===== src/rtl/wts_pkg.sv =====
// Shared definitions for the wavetable SRAM arbiter slice.
// Holds the slot count, the SCCI bank code, the address/data widths, the
// captured CPU request record and small helpers for slot stepping and
// tone-generator address formation.
// Optional feature macro used by the arbiter: WTS_CPU_PRIORITY_EN.
package wts_pkg;

  localparam int NUM_SLOTS = 6;
  localparam int SLOT_W    = 3;
  localparam int CPU_ID_W  = 3;
  localparam int CPU_A_W   = 7;
  localparam int WAVE_A_W  = 7;
  localparam int SRAM_A_W  = 10;
  localparam int DATA_W    = 8;

  // Bank code substituted for slots 4/5 when the SCCI mode is off.
  localparam logic [SLOT_W-1:0] SCCI_BANK = 3'b011;

  typedef enum logic {
    BANK0 = 1'b0,
    BANK1 = 1'b1
  } bank_e;

  typedef struct packed {
    logic [CPU_ID_W-1:0] id;
    logic [CPU_A_W-1:0]  a;
    logic [DATA_W-1:0]   d;
    logic                we;
    bank_e               bank;
  } cpu_req_t;

  // Slot after 'slot' in the 0..NUM_SLOTS-1 ring.
  function automatic logic [SLOT_W-1:0] next_slot(input logic [SLOT_W-1:0] slot);
    return (slot == SLOT_W'(NUM_SLOTS - 1)) ? '0 : slot + SLOT_W'(1);
  endfunction

  // Tone-generator address: slots 4/5 fold onto the SCCI bank unless the
  // SCCI mode is enabled, in which case the slot index is used directly.
  function automatic logic [SRAM_A_W-1:0] tone_addr(input logic [SLOT_W-1:0]   slot,
                                                    input logic [WAVE_A_W-1:0] wave,
                                                    input logic                scci_en);
    return (slot[SLOT_W-1] && !scci_en) ? {SCCI_BANK, wave} : {slot, wave};
  endfunction

endpackage


===== src/rtl/wts_sram_arbiter_if.sv =====
// CPU request bus of the wavetable SRAM arbiter.
// master: CPU side, drives cpu_req/cpu_we/cpu_bank/cpu_id/cpu_a/cpu_d
//         (level-held until cpu_ack) and receives cpu_ack/cpu_q/cpu_q_valid.
// slave : arbiter side, the mirror image.
interface wts_sram_arbiter_if;
  import wts_pkg::*;

  logic                cpu_req;
  logic                cpu_we;
  logic                cpu_bank;
  logic [CPU_ID_W-1:0] cpu_id;
  logic [CPU_A_W-1:0]  cpu_a;
  logic [DATA_W-1:0]   cpu_d;
  logic                cpu_ack;
  logic [DATA_W-1:0]   cpu_q;
  logic                cpu_q_valid;

  modport master (
    output cpu_req, cpu_we, cpu_bank, cpu_id, cpu_a, cpu_d,
    input  cpu_ack, cpu_q, cpu_q_valid
  );

  modport slave (
    input  cpu_req, cpu_we, cpu_bank, cpu_id, cpu_a, cpu_d,
    output cpu_ack, cpu_q, cpu_q_valid
  );

endinterface


===== src/rtl/wts_slot_sequencer.sv =====
// Six-slot sequencer for the wavetable SRAM arbiter.
// Ports:
//   clk, reset   - clock and synchronous active-high reset
//   hold         - when high, the slot index does not advance on this edge
//   active       - current slot index 0..5
//   frame_start  - high in slot 0 unless that cycle is a held (stall) cycle
module wts_slot_sequencer
  import wts_pkg::*;
(
  input  logic              clk,
  input  logic              reset,
  input  logic              hold,
  output logic [SLOT_W-1:0] active,
  output logic              frame_start
);

  logic [SLOT_W-1:0] active_q, active_d;
  logic              held_q, held_d;

  // Advance unless held; held_q marks the repeated (stall) cycle that follows
  // a hold so that slot 0 is only announced once per frame.
  always_comb begin
    active_d = hold ? active_q : next_slot(active_q);
    held_d   = hold;
  end

  always_ff @(posedge clk) begin
    if (reset) begin
      active_q <= '0;
      held_q   <= 1'b0;
    end else begin
      active_q <= active_d;
      held_q   <= held_d;
    end
  end

  assign active      = active_q;
  assign frame_start = (active_q == '0) && !held_q && !reset;

endmodule


===== src/rtl/wts_sram_arbiter.sv =====
// Wavetable SRAM arbiter: shares two 1-clock-latency SRAM banks between the
// tone generator (slot-indexed addressing) and single CPU accesses.
// Ports:
//   clk, reset              - clock, synchronous active-high reset
//   cpu (slave modport)     - CPU request/ack/read-data bus
//   wave_address0/1         - tone-generator addresses per bank
//   reg_scci_enable         - SCCI mode, disables folding slots 4/5 onto bank 3
//   active, frame_start     - slot index and frame marker
//   stall                   - CPU access cycle, downstream holds
//   sram_a0/a1, sram_we0/1, sram_d, sram_q0/1 - SRAM bank ports
// Macro WTS_CPU_PRIORITY_EN: when defined, a captured request is served in
// the very next cycle, inserting a stall cycle; otherwise requests wait for
// slot 0 and stall stays low.
module wts_sram_arbiter
  import wts_pkg::*;
(
  input  logic                clk,
  input  logic                reset,
  wts_sram_arbiter_if.slave   cpu,
  input  logic [WAVE_A_W-1:0] wave_address0,
  input  logic [WAVE_A_W-1:0] wave_address1,
  input  logic                reg_scci_enable,
  output logic [SLOT_W-1:0]   active,
  output logic                frame_start,
  output logic                stall,
  output logic [SRAM_A_W-1:0] sram_a0,
  output logic [SRAM_A_W-1:0] sram_a1,
  output logic                sram_we0,
  output logic                sram_we1,
  output logic [DATA_W-1:0]   sram_d,
  input  logic [DATA_W-1:0]   sram_q0,
  input  logic [DATA_W-1:0]   sram_q1
);

  cpu_req_t          req_q, req_d;
  logic              pending_q, pending_d;
  logic              block_q, block_d;
  logic              rd_pend_q, rd_pend_d;
  bank_e             rd_bank_q, rd_bank_d;
  logic [DATA_W-1:0] q_hold_q, q_hold_d;
  logic [DATA_W-1:0] rd_data;
  logic              capture;
  logic              service;
  logic              hold;

`ifndef WTS_CPU_PRIORITY_EN
  logic ready_q, ready_d;
`endif

  // A request is taken only into an empty buffer, and only after cpu_req has
  // been seen low since the previous ack (block_q), so a CPU that keeps
  // cpu_req high after its ack is not served twice.
  always_comb begin
    capture = cpu.cpu_req && !pending_q && !block_q;
`ifdef WTS_CPU_PRIORITY_EN
    service = pending_q && !reset;
    hold    = capture;
`else
    service = pending_q && ready_q && (active == '0) && !reset;
    hold    = 1'b0;
`endif
  end

  wts_slot_sequencer u_seq (
    .clk         (clk),
    .reset       (reset),
    .hold        (hold),
    .active      (active),
    .frame_start (frame_start)
  );

  assign rd_data = (rd_bank_q == BANK1) ? sram_q1 : sram_q0;

  // Request buffer, edge qualifier and read-return bookkeeping.
  always_comb begin
    req_d     = req_q;
    pending_d = pending_q;
    block_d   = block_q;
    rd_pend_d = 1'b0;
    rd_bank_d = rd_bank_q;
    q_hold_d  = q_hold_q;
    if (capture) begin
      req_d     = '{id: cpu.cpu_id, a: cpu.cpu_a, d: cpu.cpu_d,
                    we: cpu.cpu_we, bank: bank_e'(cpu.cpu_bank)};
      pending_d = 1'b1;
    end
    if (service) begin
      pending_d = 1'b0;
      block_d   = 1'b1;
      if (!req_q.we) begin
        rd_pend_d = 1'b1;
        rd_bank_d = req_q.bank;
      end
    end else if (!cpu.cpu_req) begin
      block_d = 1'b0;
    end
    if (rd_pend_q) begin
      q_hold_d = rd_data;
    end
  end

  always_ff @(posedge clk) begin
    if (reset) begin
      req_q     <= '0;
      pending_q <= 1'b0;
      block_q   <= 1'b0;
      rd_pend_q <= 1'b0;
      rd_bank_q <= BANK0;
      q_hold_q  <= '0;
    end else begin
      req_q     <= req_d;
      pending_q <= pending_d;
      block_q   <= block_d;
      rd_pend_q <= rd_pend_d;
      rd_bank_q <= rd_bank_d;
      q_hold_q  <= q_hold_d;
    end
  end

`ifndef WTS_CPU_PRIORITY_EN
  // A request only becomes eligible after one full cycle in the buffer, so a
  // capture on the edge that enters slot 0 waits for the next frame.
  always_comb begin
    ready_d = pending_q && !service;
  end

  always_ff @(posedge clk) begin
    if (reset) begin
      ready_q <= 1'b0;
    end else begin
      ready_q <= ready_d;
    end
  end
`endif

`ifdef WTS_CPU_PRIORITY_EN
  assign stall = pending_q;
`else
  assign stall = 1'b0;
`endif

  // SRAM address/write mux: the CPU owns both banks in its service cycle,
  // the tone generator owns them otherwise.
  always_comb begin
    sram_a0  = tone_addr(active, wave_address0, reg_scci_enable);
    sram_a1  = tone_addr(active, wave_address1, reg_scci_enable);
    sram_we0 = 1'b0;
    sram_we1 = 1'b0;
    sram_d   = req_q.d;
    if (service) begin
      sram_a0  = {req_q.id, req_q.a};
      sram_a1  = {req_q.id, req_q.a};
      sram_we0 = req_q.we && (req_q.bank == BANK0);
      sram_we1 = req_q.we && (req_q.bank == BANK1);
    end
  end

  // Read data is forwarded straight from the bank in the return cycle and
  // then held until the next read completes.
  assign cpu.cpu_ack     = service;
  assign cpu.cpu_q_valid = rd_pend_q;
  assign cpu.cpu_q       = rd_pend_q ? rd_data : q_hold_q;

endmodule

===== src/flat_wrapper.sv =====
// flat-port wrapper written by rule: the top's interface ports become plain ports
module wts_sram_arbiter_flat import wts_pkg::*;
  (clk, reset, wave_address0, wave_address1, reg_scci_enable, active, frame_start, stall, sram_a0, sram_a1, sram_we0, sram_we1, sram_d, sram_q0, sram_q1, cpu_cpu_req, cpu_cpu_we, cpu_cpu_bank, cpu_cpu_id, cpu_cpu_a, cpu_cpu_d, cpu_cpu_ack, cpu_cpu_q, cpu_cpu_q_valid);
  wts_sram_arbiter_if cpu_i ();
  input  logic clk;
  input  logic reset;
  input  logic [WAVE_A_W-1:0] wave_address0;
  input  logic [WAVE_A_W-1:0] wave_address1;
  input  logic reg_scci_enable;
  output logic [SLOT_W-1:0] active;
  output logic frame_start;
  output logic stall;
  output logic [SRAM_A_W-1:0] sram_a0;
  output logic [SRAM_A_W-1:0] sram_a1;
  output logic sram_we0;
  output logic sram_we1;
  output logic [DATA_W-1:0] sram_d;
  input  logic [DATA_W-1:0] sram_q0;
  input  logic [DATA_W-1:0] sram_q1;
  input wire logic [$bits(cpu_i.cpu_req)-1:0] cpu_cpu_req;
  input wire logic [$bits(cpu_i.cpu_we)-1:0] cpu_cpu_we;
  input wire logic [$bits(cpu_i.cpu_bank)-1:0] cpu_cpu_bank;
  input wire logic [$bits(cpu_i.cpu_id)-1:0] cpu_cpu_id;
  input wire logic [$bits(cpu_i.cpu_a)-1:0] cpu_cpu_a;
  input wire logic [$bits(cpu_i.cpu_d)-1:0] cpu_cpu_d;
  output wire logic [$bits(cpu_i.cpu_ack)-1:0] cpu_cpu_ack;
  output wire logic [$bits(cpu_i.cpu_q)-1:0] cpu_cpu_q;
  output wire logic [$bits(cpu_i.cpu_q_valid)-1:0] cpu_cpu_q_valid;
  assign cpu_i.cpu_req = cpu_cpu_req;
  assign cpu_i.cpu_we = cpu_cpu_we;
  assign cpu_i.cpu_bank = cpu_cpu_bank;
  assign cpu_i.cpu_id = cpu_cpu_id;
  assign cpu_i.cpu_a = cpu_cpu_a;
  assign cpu_i.cpu_d = cpu_cpu_d;
  assign cpu_cpu_ack = cpu_i.cpu_ack;
  assign cpu_cpu_q = cpu_i.cpu_q;
  assign cpu_cpu_q_valid = cpu_i.cpu_q_valid;
  wts_sram_arbiter u_core (.clk(clk), .reset(reset), .cpu(cpu_i), .wave_address0(wave_address0), .wave_address1(wave_address1), .reg_scci_enable(reg_scci_enable), .active(active), .frame_start(frame_start), .stall(stall), .sram_a0(sram_a0), .sram_a1(sram_a1), .sram_we0(sram_we0), .sram_we1(sram_we1), .sram_d(sram_d), .sram_q0(sram_q0), .sram_q1(sram_q1));
endmodule

===== config.mk =====
export PLATFORM = sky130hd
export DESIGN_NAME = wts_sram_arbiter_flat
export DESIGN_NICKNAME = d
export VERILOG_FILES = /design/src/rtl/wts_pkg.sv /design/src/rtl/wts_sram_arbiter_if.sv /design/src/rtl/wts_slot_sequencer.sv /design/src/rtl/wts_sram_arbiter.sv /design/src/flat_wrapper.sv
export SDC_FILE = /design/constraint.sdc
export NUM_CORES = 1
export LEC_CHECK = 0
export CAP_MARGIN = 20
export CORE_UTILIZATION = 39
export DETAILED_ROUTE_END_ITERATION = 10
export GPL_TIMING_DRIVEN = 0
export HOLD_SLACK_MARGIN = 0.03
export PLACE_DENSITY = 0.87
export RECOVER_POWER = 100
export SYNTH_ARGS = -nofsm -noshare
export SYNTH_HDL_FRONTEND = slang
export SYNTH_SLANG_ARGS = --single-unit

===== constraint.sdc =====
create_clock -name clk -period 2.14 [get_ports clk]
set_input_delay 0.214 -clock clk [delete_from_list [all_inputs] [get_ports clk]]
set_output_delay 0.214 -clock clk [all_outputs]
set_load 0.1 [all_outputs]

# Word-level counts from Yosys, hierarchy flattened

Index checks and enable logic that the tools add are counted.

Bitwise gates (word level): 3
Mux-type cells: 11
Reductions and logical operators: 20
Add/sub/neg operators: 1
Eq/ne operators: 2

Operators with widths:

| kind                  | number |
|---|---|
| $mux W10              | 4 |
| $mux W8               | 2 |
| $logic_and A1 B1 Y1   | 10 |
| $reduce_or A2 Y1      | 3 |
| $logic_not A1 Y1      | 5 |
| $mux W1               | 5 |
| $add A3 B1 Y3 const B | 1 |
| $eq A3 B3 Y1 const B  | 1 |
| $logic_not A3 Y1      | 1 |
| $not A1 Y1            | 3 |
| $ne A2 B1 Y1 const B  | 1 |
| $reduce_and A2 Y1     | 1 |

Output and inout port bits: 45
Flip-flop bits (word level): 36
Logic and storage cells: 49

# Logic depth before layout (Yosys ltp)

Gate-level depths: netlist of run 1.

Word-level depth: 5
Gate-level depth with buffers: 7
Depth with buffers taken out: 5

# By module

From an unflattened synthesis of run 1, not the netlist that was laid out.

Cells, all modules: 202
Area total of the unflattened synthesis: 1784.2 µm²

Modules (own cells, without submodules):

| module             | cells each | area each (µm²) | instances |
|---|---|---|---|
| wts_sram_arbiter   | 187        | 1624.1          | 1 |
| wts_slot_sequencer | 15         | 160.2           | 1 |

# Worst setup path before layout of run 1

OpenSTA, ideal clock, no wires.

Kind: flip-flop to output port
Start point: register u_core.u_seq.active_q[1] (netlist: u_core.u_seq.active[1])
End point: output sram_we0
Slack: -2.428 ns
Path buffers: 0
Stages on the path, launching flop included: 5
Arrival time: 4.354 ns
Cells stage by stage: dfxtp_1 > inv_1 > ha_1 > nand3b_4 > nor4b_1

Longest elaborated chain between the ends: 4

RTL lines:

| element                           | line                     | RTL |
|---|---|---|
| start, declared                   | wts_slot_sequencer.sv:17 | `logic [SLOT_W-1:0] active_q, active_d;` |
| start signal, assigned            | wts_slot_sequencer.sv:32 | `active_q <= active_d;` |
| $logic_not A3 Y1                  | wts_sram_arbiter.sv:59   | `service = pending_q && ready_q && (active == '0) && !reset;` |
| $logic_and A1 B1 Y1 (2 in series) | wts_sram_arbiter.sv:59   |  |
| $mux W1                           | wts_sram_arbiter.sv:150  | `if (service) begin` |
| end, declared                     | flat_wrapper.sv:15       | `output logic sram_we0;` |

Every way passes these cells.

# Final worst setup path of run 1

Start point: register u_core.u_seq.active_q[1] (netlist: u_core.u_seq.active[1])
End point: output sram_a1[8]

Longest elaborated chain between the ends: 4

RTL lines:

| element                           | line                    | RTL |
|---|---|---|
| $logic_not A3 Y1                  | wts_sram_arbiter.sv:59  |  |
| $logic_and A1 B1 Y1 (2 in series) | wts_sram_arbiter.sv:59  |  |
| $mux W10 (*)                      | wts_sram_arbiter.sv:150 |  |
| end, declared                     | flat_wrapper.sv:14      | `output logic [SRAM_A_W-1:0] sram_a1;` |

Mark *: on every way between the ends. The rest lies on a longest branch, timed or not.

==> results_dict.tcl, run 1 <==
set metrics [dict create \
    cts_tree "done" \
    reg2reg_depth 6 \
    fin_crit_sh_pct 99.6 \
    core_um2 4410 \
    numCtsBuffers 5 \
    io_buffers 96 \
    fillCellCount 364 \
    critPathSlowestCell "dfxtp_4" \
    timing.rr.end "u_core.rd_bank_q$_SDFFE_PP0P_" \
    setup.worst_path.start "u_core.u_seq.active[1]$_SDFF_PP0_" \
    cts-root-buf "clkbuf_8" \
    ant_nets 0 \
    cp_max_fo 5 \
    leakage_nw 1.28 \
    ys_warn_count 0 \
    gp_congestion 0.686 \
    crit_chain "inv_4 -> ha_4 -> nand3b_4 -> nor2_8 -> buf_12 -> mux2_4 -> buf_12 -> buf_12" \
    design.die.area_um2 4930 \
    clk_path_buf_depth 2 \
    holdCritPathClass "in2reg" \
    setup_tns_ns 0 \
    max_freq_mhz 469 \
    fin_hold_ws_ns 0.133 \
    netlist_area_um2 1820 \
    powerDensity_nw_per_um2 652 \
    arrival_ns 1.92 \
    finalNetCount 366 \
    setup_viol 0 \
    fp.dieH_um 70.2 \
    final.min_clock_period_ns 2.13 \
    rsz0062_at_grt "true" \
    antenna_cells 0 \
    vias 1743 \
    drive_gt1_share_pct 34.5 \
    skew_ns 0.00824 \
    ys_seq_area_share_pct 39.7 \
    syn_nets 258 \
    slew_headroom_pct 34.8 \
    worst_pin_slew_ns 0.976 \
    synthCells 201 \
    grt_pass1_vias 1757 \
    grt_pass1_wl_mm 7.67 \
    drtIter0Drc 56 \
    report.power.total_mw 2.02 \
    num_rows 24 \
    grt_start_max_net_pins 13 \
    yosys_register_bits 36 \
    clock-sinks 36 \
    wl_mm 4.61 \
    final_hold_viol_count 0 \
    routedWlPerCell_um 12.7 \
    areaGrowthSynthToFinish_pct 70.9 \
    grt_usage_pct 19.5 \
    h-tree-depth 2 \
    drc_errors 0 \
    r2r-start "u_core.u_seq.active[1]$_SDFF_PP0_" \
    die_width_um 70.2 \
    cpMostUsedCell "buf_12" \
    io-pin-count 99 \
    ir_drop_v 0.000318 \
    cap_violations 0 \
    path_clk_slew_ns 0.08 \
    syn_avg_cell_area_um2 9.03 \
    critPathKind "reg2out" \
    crit_path_end_kind "output pin" \
    slew_violations 0 \
    outcome "complete, no violations" \
    endpoint "sram_a1[8]" \
    initial_core_util_pct 41.1 \
    synth.distinct_cells 31 \
    first_pass_iters 4 \
    dp_hpwl_mm 3.45 \
    overflow 0 \
    vias_per_cell 4.81 \
    r2r_setup_slack_ns 0.63 \
    antenna_found_initial 0 \
    worst_setup_path_start_kind "flop" \
    cpPeakStageDelay_ns 0.36 \
    clock_latency_ns 0.29 \
    finish.utilization_pct 70.3 \
    required_ns 1.93 \
]
-- per-layer routing --
metal | part of all wire (%) | track usage, %
met2 | 50 | 34.0
met5 | 0 | 0
met3 | 8.4 | 7.22
met1 | 41 | 22.3
met4 | 0.91 | 4.67
-- worst min-delay path by stage --
stage	endpoint	start	depth (start not counted)
6_report	u_core.q_hold_q[1]$_SDFF_PP0_	reset	2
5_1_grt	u_core.q_hold_q[1]$_SDFF_PP0_	reset	2
4_1_cts	u_core.q_hold_q[1]$_SDFF_PP0_	reset	2
3_5_place_dp	u_core.q_hold_q[1]$_SDFF_PP0_	reset	2
3_3_place_gp	u_core.q_hold_q[1]$_SDFF_PP0_	reset	2
2_1_floorplan	u_core.req_q[17]$_SDFFE_PP0P_	cpu_cpu_id[0]	2
-- repair_timing --
item / in CTS / in global routing
setup buffers: 1 / 3
resized for setup: 157 / 17
hold buffers: 0 / 0
setup endpoints to repair: 32 / 14
endpoints found under the hold margin: 0 / 0
gates cloned: 1 / 1
pin swaps: 1 / 2
-- layout by cell type (no fill, tap or decap), types with 2 or more instances in the layout --
master / count
inv_4: 2
clkdlybuf4s15_2: 6
mux2_4: 7
a21oi_2: 6
and2_1: 2
clkbuf_1: 4
buf_6: 8
a21oi_1: 22
a21oi_4: 2
clkbuf_8: 5
clkbuf_16: 2
dfxtp_1: 32
mux2i_1: 9
nor2b_1: 9
buf_4: 21
buf_2: 13
mux2_2: 10
nor2_1: 12
buf_12: 4
dfxtp_4: 3
clkdlybuf4s50_1: 64
nand2_1: 42
ha_1: 2
-- stage by stage --
stage,area (um2),cells,setup WS (ns)
after global routing,3100,362,-0.0629
after detailed placement,2980,349,-0.646
after global placement,2980,349,-0.629
after floorplan,1950,201,-0.0205
after CTS,3060,359,-0.0468
final,3100,362,0.00864
-- layout make-up --
| type | count | area (um2) | share of cell area (%) |
|---|---|---|---|
| plain buffers | 23 | 178 | 5.73 |
| well taps | 52 | 65.1 | 2.10 |
| clock inverters | 2 | 12.5 | 0.403 |
| clock buffers | 6 | 93.8 | 3.02 |
| inverters | 2 | 12.5 | 0.403 |
| multi-input cells | 140 | 1020 | 32.9 |
| flip-flops and latches | 36 | 733 | 23.6 |
| repair buffers | 101 | 986 | 31.8 |
-- sequential cells by signal, indices dropped and copies added, names as in the netlist --
register / cells
u_core.pending_q: 1
u_core.block_q: 1
u_core.u_seq.active: 3
u_core.req_q: 12
u_core.ready_q: 1
u_core.cpu.cpu_q_valid: 1
u_core.q_hold_q: 8
u_core.rd_bank_q: 1
u_core.sram_d: 8
-- power by group --
part           leakage (nW)  internal (mW)  total [mW]  switching, mW
combinational         0.928          0.262       0.736          0.473
clock                0.0523          0.298       0.555          0.257
sequential            0.297          0.704       0.732         0.0285
-- logic make-up after synthesis --
family / count (synthesis) / share of synthesized area (%)
AOI/OAI and AO/OA: 32 / 9.10
DFF: 36 / 39.7
other: 1 / 0.207
and+or+nand+nor: 77 / 22.3
adders and majority gates: 3 / 2.07
muxes: 26 / 17.0
buffers and inverters: 26 / 9.72
-- critical path: cells and delay by family, from the launching register on --
| kind | cells | cell delay (ns) |
|---|---|---|
| buf+inv | 4 | 0.48 |
| flops | 1 | 0.36 |
| mux | 1 | 0.32 |
| simple gates | 2 | 0.31 |
| fa+ha+maj | 1 | 0.15 |
-- synth_stat cells, drive strengths merged --
| master | n | area share [%] |
|---|---|---|
| a21oi | 30 | 8.3 |
| nor2 | 13 | 3.6 |
| nor3b | 2 | 1.1 |
| nor4b | 1 | 0.48 |
| mux2 | 17 | 12 |
| ha | 3 | 2.1 |
| inv | 2 | 0.41 |
| o21ai | 1 | 0.28 |
| nor3 | 1 | 0.55 |
| and3b | 1 | 0.55 |
| conb | 1 | 0.21 |
| nand2b | 1 | 0.76 |
| clkbuf | 4 | 0.83 |
| dfxtp | 36 | 40 |
| buf | 20 | 8.5 |
| and3 | 1 | 0.34 |
| a22o | 1 | 0.55 |
| nand3b | 2 | 1.5 |
| nor2b | 9 | 3.1 |
| and2 | 2 | 0.69 |
| or2b | 1 | 0.41 |
| mux2i | 9 | 5.0 |
| nand2 | 42 | 8.7 |
| or3b | 1 | 0.48 |
No activity file was read; power rests on OpenSTA's default activity.
==> run 2: changes to the inputs <==
- HOLD_SLACK_MARGIN: 0.03 -> 0.08
==> results of run 2 <==
No change in the layout: final DEF, timing and power equal those of run 1.
==> run 3: changes to the inputs <==
- CTS_BUF_LIST: unset -> sky130_fd_sc_hd__clkbuf_16
==> results_dict.tcl, run 3 (same netlist as run 1, synthesis figures left out) <==
set metrics [dict create \
    largest-register "u_core.req_q" \
    mostFrequentLayoutCells "clkdlybuf4s50_1, nand2_1, dfxtp_1, buf_4, a21oi_1" \
    critPathKind "reg2out" \
    required_ns 1.93 \
    finalNetCount 365 \
    fin_crit_sh_pct 97.3 \
    pwr-share-comb_pct 32.4 \
    powerDensity_nw_per_um2 712 \
    holdPathStages 2 \
    arrival_ns 1.87 \
    dp_hpwl_mm 3.45 \
    cts-root-buf "clkbuf_16" \
    holdCritPathClass "in2reg" \
    ir_drop_v 0.000399 \
    grt_pass1_wl_mm 7.78 \
    fin_hold_ws_ns 0.150 \
    grt_usage_pct 19.8 \
    worst_setup_path_start_kind "flop" \
    setup.worst_path.start "u_core.u_seq.active[1]$_SDFF_PP0_" \
    seq_power_share_pct 32.8 \
    finish.utilization_pct 71.3 \
    grt_start_max_net_pins 13 \
    hp-start "reset" \
    slew_headroom_pct 34.7 \
    r2r-start "u_core.u_seq.active[1]$_SDFF_PP0_" \
    slew_violations 0 \
    critPathSlowestCell "dfxtp_4" \
    h-tree-depth 2 \
    crit_path_end_kind "output pin" \
    clock_latency_ns 0.28 \
    mostFrequentLayoutCell "clkdlybuf4s50_1" \
    p_int_mw 1.46 \
    numCtsBuffers 5 \
    clock-sinks 36 \
    reg2reg_depth 6 \
    power_switching_mw 0.778 \
    setup_viol 0 \
    final_hold_viol_count 0 \
    gp_congestion 0.686 \
    core_um2 4410 \
    outcome "complete, no violations" \
    max_freq_mhz 480 \
    grt_pass1_vias 1778 \
    antenna_cells 0 \
    die_width_um 70.2 \
    io-pin-count 99 \
    report.power.total_mw 2.24 \
    cp_max_fo 5 \
    areaGrowthSynthToFinish_pct 73.3 \
    num_rows 24 \
    path_clk_slew_ns 0.06 \
    first_pass_iters 2 \
    min_to "u_core.q_hold_q[1]$_SDFF_PP0_" \
    drive_gt1_share_pct 34.0 \
    vias_per_cell 4.77 \
    r2r_setup_slack_ns 0.69 \
    routedWlPerCell_um 12.8 \
    design.die.area_um2 4930 \
    cts_tree "done" \
    overflow 0 \
    clk_path_buf_depth 2 \
    worst_pin_slew_ns 0.977 \
    antenna_found_initial 0 \
    io_buffers 96 \
    final.min_clock_period_ns 2.08 \
    drtIter0Drc 56 \
    place_ws_ns -0.646 \
    largest_reg_flops 12 \
    cts.hold.buffers_added 0 \
    switching_share_pct 34.7 \
    clockPowerShare_pct 34.8 \
    ant_nets 0 \
    cpPeakStageDelay_ns 0.35 \
    cap_violations 0 \
    leakage_nw 1.30 \
    wl_mm 4.64 \
    initial_core_util_pct 41.1 \
    fp.dieH_um 70.2 \
    vias 1721 \
    drc_errors 0 \
    fin_ws_ns 0.0584 \
    skew_ns 0.00566 \
    timing.rr.end "u_core.rd_bank_q$_SDFFE_PP0P_" \
    crit_chain "inv_4 -> ha_4 -> nand3b_4 -> nor2_8 -> buf_12 -> mux2_4 -> buf_4" \
]
==> run 3: how the worst max path moves through the flow <==
stage	end	depth (start not counted)	slack [ns]
2_1_floorplan	sram_a1[7]	7	-0.02
4_1_cts	sram_a1[7]	8	0.004
5_1_grt	sram_a1[2]	7	-0.007
3_3_place_gp	sram_a1[8]	8	-0.63
3_5_place_dp	sram_a1[8]	8	-0.65
6_report	sram_a0[7]	7	0.06
==> run 3: timing repair <==
action | 4_1_cts | 5_1_grt
gates resized for setup | 141 | 43
buffers inserted | 3 | 2
setup endpoints to repair | 32 | 23
pin swaps | 1 | 2
gates cloned | 0 | 1
==> run 3: per-layer routing <==
layer / global-route usage (%) / vias to the layer above / share of wire (%)
met5: 0 / - / 0
met4: 7.33 / 0 / 1.5
met3: 6.35 / 7 / 7.7
met2: 34.9 / 70 / 50
met1: 21.9 / 775 / 41
li1: - / 869 / -
==> run 3: critical path, delay by kind of cell, from the launching register on <==
family	cells	cell delay (ns)
buffers and inverters	3	0.45
adder cells (fa/ha/maj)	1	0.15
flip-flops	1	0.35
AND/OR/NAND/NOR	2	0.30
multiplexers	1	0.33
==> run 3: power by group through the flow <==
stage	sequential [mW]	combinational, mW	clock (mW)
after global placement	0.746	0.724	0
final	0.734	0.727	0.779
after CTS	0.734	0.723	0.793
after detailed placement	0.748	0.730	0
after global routing	0.739	0.763	0.815
after floorplan	0.779	0.491	0
==> run 3: per-stage QoR <==
step                cell area, um2  setup TNS [ns]  std cells
floorplan                     1950         -0.0411        201
global placement              2980          -11.31        349
detailed placement            2980          -11.54        349
CTS                           3110               0        360
global route                  3150         -0.0108        361
finish                        3150               0        361
==> run 3: cell type report <==
cell class	count	area (um2)
multi-input cells	139	1010
inverters	2	12.5
fillers	368	1270
well taps	52	65.1
repair buffers	102	1000
clock buffers	6	150
plain buffers	22	158
flip-flops and latches	36	733
clock inverters	2	12.5
